### src/rtl/nvm_burst_reader.sv
// nvm_burst_reader
// Fetches a burst of consecutive NVM words starting at base_addr and shifts
// each word out as a one-bit stream with per-bit valid and last flags.
//
// Ports
//   clk        sole clock, rising edge
//   clr        asynchronous active-high reset
//   start      burst request, sampled only while idle
//   stop       abort; back to idle at the next edge from any state
//   base_addr  first word address, captured with start
//   burst_len  words minus one, captured with start
//   nvm_addr   registered NVM read address
//   nvm_data   NVM read data for nvm_addr (valid one cycle after it changes)
//   ser_out    serial data bit, 0 when ser_valid is low
//   ser_valid  ser_out carries a bit this cycle
//   ser_last   final bit of the final word of a burst
//   busy       block is not idle
//
// state | meaning
// ------+-----------------------------------------------------------
// IDLE  | waiting for start; shift register held at zero
// FETCH | nvm_addr stable, NVM data lands in the shift register
// SHIFT | one bit per cycle out of the shift register
module nvm_burst_reader #(
  parameter int DATA_W    = 8,
  parameter int ADDR_W    = 5,
  parameter bit LSB_FIRST = 1'b0
) (
  input  logic              clk,
  input  logic              clr,
  input  logic              start,
  input  logic              stop,
  input  logic [ADDR_W-1:0] base_addr,
  input  logic [ADDR_W-1:0] burst_len,
  output logic [ADDR_W-1:0] nvm_addr,
  input  logic [DATA_W-1:0] nvm_data,
  output logic              ser_out,
  output logic              ser_valid,
  output logic              ser_last,
  output logic              busy
);

  localparam int BCW = $clog2(DATA_W);
  localparam logic [BCW-1:0] LAST_BIT = BCW'(DATA_W - 1);
  localparam logic [BCW-1:0] PRE_LAST = BCW'(DATA_W - 2);

  typedef enum logic [1:0] {
    IDLE  = 2'd0,
    FETCH = 2'd1,
    SHIFT = 2'd2
  } state_t;

  state_t            state;
  logic [DATA_W-1:0] shreg;
  logic [DATA_W-1:0] shreg_shf;
  logic [BCW-1:0]    bit_cnt;
  logic [ADDR_W-1:0] word_cnt;

  // Shift toward the output end, zero-filling the vacated bit.
  assign shreg_shf = LSB_FIRST ? {1'b0, shreg[DATA_W-1:1]}
                               : {shreg[DATA_W-2:0], 1'b0};

  function automatic logic out_bit(input logic [DATA_W-1:0] w);
    return LSB_FIRST ? w[0] : w[DATA_W-1];
  endfunction

  // Outputs are registered: each branch loads the value the outputs must
  // show in the state being entered, so nothing combinational reaches a pin.
  always_ff @(posedge clk or posedge clr) begin
    if (clr) begin
      state     <= IDLE;
      shreg     <= '0;
      bit_cnt   <= '0;
      word_cnt  <= '0;
      nvm_addr  <= '0;
      ser_out   <= 1'b0;
      ser_valid <= 1'b0;
      ser_last  <= 1'b0;
      busy      <= 1'b0;
    end else if (stop) begin
      // Abort wins over everything; nvm_addr deliberately holds.
      state     <= IDLE;
      shreg     <= '0;
      ser_out   <= 1'b0;
      ser_valid <= 1'b0;
      ser_last  <= 1'b0;
      busy      <= 1'b0;
    end else begin
      case (state)
        IDLE: begin
          ser_out   <= 1'b0;
          ser_valid <= 1'b0;
          ser_last  <= 1'b0;
          if (start) begin
            nvm_addr <= base_addr;
            word_cnt <= burst_len;
            state    <= FETCH;
            busy     <= 1'b1;
          end else begin
            shreg <= '0;
            busy  <= 1'b0;
          end
        end

        FETCH: begin
          shreg     <= nvm_data;
          bit_cnt   <= '0;
          state     <= SHIFT;
          ser_valid <= 1'b1;
          ser_out   <= out_bit(nvm_data);
          // A word has at least two bits, so its first bit is never the last.
          ser_last  <= 1'b0;
          busy      <= 1'b1;
        end

        SHIFT: begin
          shreg   <= shreg_shf;
          bit_cnt <= bit_cnt + 1'b1;
          if (bit_cnt == LAST_BIT) begin
            ser_out   <= 1'b0;
            ser_valid <= 1'b0;
            ser_last  <= 1'b0;
            if (word_cnt == '0) begin
              state <= IDLE;
              busy  <= 1'b0;
            end else begin
              word_cnt <= word_cnt - 1'b1;
              nvm_addr <= nvm_addr + 1'b1;
              state    <= FETCH;
              busy     <= 1'b1;
            end
          end else begin
            ser_out   <= out_bit(shreg_shf);
            ser_valid <= 1'b1;
            ser_last  <= (bit_cnt == PRE_LAST) && (word_cnt == '0);
            busy      <= 1'b1;
          end
        end

        default: begin
          state     <= IDLE;
          ser_out   <= 1'b0;
          ser_valid <= 1'b0;
          ser_last  <= 1'b0;
          busy      <= 1'b0;
        end
      endcase
    end
  end

endmodule

### config.mk
export PLATFORM = sky130hd
export DESIGN_NAME = nvm_burst_reader
export DESIGN_NICKNAME = d
export VERILOG_FILES = /design/src/rtl/nvm_burst_reader.sv
export SDC_FILE = /design/constraint.sdc
export NUM_CORES = 1
export LEC_CHECK = 0
export ABC_CLOCK_PERIOD_IN_PS = 3730
export CAP_MARGIN = 20
export CORE_UTILIZATION = 54
export CTS_CLUSTER_DIAMETER = 100
export DETAILED_ROUTE_END_ITERATION = 6
export PLACE_DENSITY = 0.84
export SLEW_MARGIN = 20
export SYNTH_ARGS = -nofsm -noshare
export SYNTH_HDL_FRONTEND = slang
export SYNTH_SLANG_ARGS = --single-unit
### constraint.sdc
create_clock -name clk -period 3.73 [get_ports clk]
set_input_delay 0.746 -clock clk [delete_from_list [all_inputs] [get_ports clk]]
set_output_delay 0.746 -clock clk [all_outputs]
set_load 0.01 [all_outputs]
==> results.toml <==
[hold_path]
min_path_type = "flip-flop to flip-flop"
hp-start = "shreg[5]"

[worst_setup_path]
end_kind = "flip-flop"
setup.worst_path.start_class = "flip-flop"
worst-path-max-fanout = 23
slowest_delay_ns = 0.66
cp-startpoint = "state[0]"
crit_chain = "inv_1 -> ha_1 -> or3_1 -> a21oi_1 -> o21ai_0"
critPathSlowestCell = "a21oi_1"
arrival_ns = 2.75
critPathRequiredTime_ns = 3.91
r2r-start = "state[0]"
worstSetupPathType = "flip-flop to flip-flop"

[sta]
min_period_ns = 2.568
worstMarginPinSlew_ns = 0.9347
worst_hold_slack_ns = 0.5109
clock_skew_ns = 0.004012
fin_crit_sh = 0.6885
finalHoldViolCount = 0
tns_ns = 0
setup_viol = 0
fmax_mhz = 389.4
setup_slack_ns = 1.162
slew_violations = 0
slew_headroom = 0.3730
grt_setup_unrepaired = "no"

[power]
power.density_nw_per_um2 = 615.0
ir_drop_mv = 0.4283
power.total_w = 0.001124
power_leakage_nw = 0.7563

[synth]
synth-simple-area-share = 0.2246
synthMuxAreaShare = 0.006706
synth_seq_cells = 26
synth_top_family_by_area = "simple AND/OR/NAND/NOR gates"
synth-xor-area-share = 0
synth_compound_area_frac = 0.2037
synth_ff_type = "dfrtp_1"
synth_top_area_cell = "dfrtp_1"
synth_edf_count = 0
syn-cell-area_sq_um = 1493
synth_area_leaders = "dfrtp_1 44%, ha_1 7.5%, nand2_1 5.5%, o21ai_0 5.0%, a22oi_1 4.0%"
synth.distinct_cells = 38
async_flop_share = 1.000
synth_area_per_cell_sq_um = 9.508
yosys.area.top_type_share = 0.4359
synth.net_count = 188
syn_inst = 157
yosysWarnings = 0
synth_fa_ha_area_frac = 0.07544
ys_seq_area_frac = 0.4359

[final_layout]
drive_above_1_share = 0.08696
final_common_cell = "clkdlybuf4s50_1"
areaGrowthSynthToFinish_pct = 22.46
final_cell_mix = "30 x clkdlybuf4s50_1, 26 x dfrtp_1, 22 x nand2_1"
antenna_cells = 0
multi_input_area_sq_um = 762.0
fillers = 187
seq_area_sq_um = 650.6
nNetsFinal = 216

[floorplanning]
dieArea_sq_um = 2978
coreArea_sq_um = 2545
io_pins = 31
die_x_um = 54.58
dieHeight_um = 54.58
initial_core_util = 0.5865
rows = 18

[global_routing]
grt_pass1_wl_um = 4892
grt_pass1_vias = 1135
track_usage = 0.2334
grt_max_degree = 27
grt-ovfl-total = 0
grt_antenna_before_repair = 0

[clocking]
cts_hold_buf = 0
cts_tree = "built"
cts_resized = 0
clock_tree.buffer_depth = 2
cts_buffers = 3
clock-sinks = 26
htree_levels = 1
postCtsSetupRepairBufs = 0
clkLatencyLatePin_ns = 0.33
root_buffer = "clkbuf_4"
clk_pin_slew_ns = 0.14

[flow_run]
max_cap_violations = 0

[drt]
via_count = 1260
wl_per_cell_um = 14.45
dr.pass1.iters = 4
drtIter0Drc = 22
route.detailed.vias_per_inst = 5.888
routed_wirelength_um = 3093
drc = 0
ant_nets = 0

[placed_design]
post-dp-hpwl_um = 2369
place_congestion = 0.8167
port_buffers = 30
dp_slack_ns = 1.173

[status]
run_status = "complete, no violations"
registers in the layout, indices dropped and copies added, names as in the netlist:
register,flops
ser_out,1
word_cnt,5
ser_valid,1
ser_last,1
busy,1
bit_cnt,3
state,2
shreg,7
nvm_addr,5
cell usage after synthesis, types with 4 or more instances:
cell,n
dfrtp_1,26
nand3_1,6
buf_2,7
inv_1,8
o21ai_0,15
nor3_1,5
a21oi_1,4
a22oi_1,8
ha_1,9
nand2_1,22
nor2_1,10
final timing paths:
kind	to	slack (ns)	depth (start not counted)
setup / recovery	shreg[1]	1.16	5
hold / removal	shreg[5]	0.51	2
setup reg to reg	shreg[1]	1.16	5
hold reg to reg	shreg[5]	0.51	2
max in group asynchronous	ser_valid	2.48	2
min in group asynchronous	shreg[4]	0.81	2
kinds of logic after synthesis:
logic type	after synthesis
compound gates	42
fa+ha+maj	9
buf+inv	17
flops	26
mux	1
simple gates	62
worst max-delay path: cells and delay by family (launching register included):
family	cells	cell delay, ns
AO/OA/AOI/OAI	2	0.88
adder cells (fa/ha/maj)	1	0.50
flip-flops	1	0.47
AND/OR/NAND/NOR	1	0.47
buffers and inverters	1	0.10
metal layers:
layer  GRT usage  up-vias  part of all wire
li1            -      618                 -
met5           0        -                 0
met4      0.1068        0             0.019
met1      0.2907      599              0.46
met3     0.05000        8             0.042
met2      0.3841       35              0.48
stage by stage:
step / instance area, sq um / instances / utilization
detailed placement: 1792 / 210 / 0.7040
CTS: 1828 / 214 / 0.7183
global route: 1828 / 214 / 0.7183
global placement: 1792 / 210 / 0.7040
floorplan: 1493 / 157 / -
finish: 1828 / 214 / 0.7183
power by group:
part           switching, W  internal (W)
clock             0.0000866     0.0000598
combinational      0.000270      0.000252
sequential        0.0000943      0.000362
total              0.000450      0.000674
area by class of cell:
class / instances / share of cell area
clock buffers: 4 / 0.01985
flip-flops and latches: 26 / 0.3559
repair buffers: 31 / 0.1684
multi-input cells: 114 / 0.4168
well taps: 30 / 0.02053
inverters: 9 / 0.01848
(Power assumes the default switching activity.)
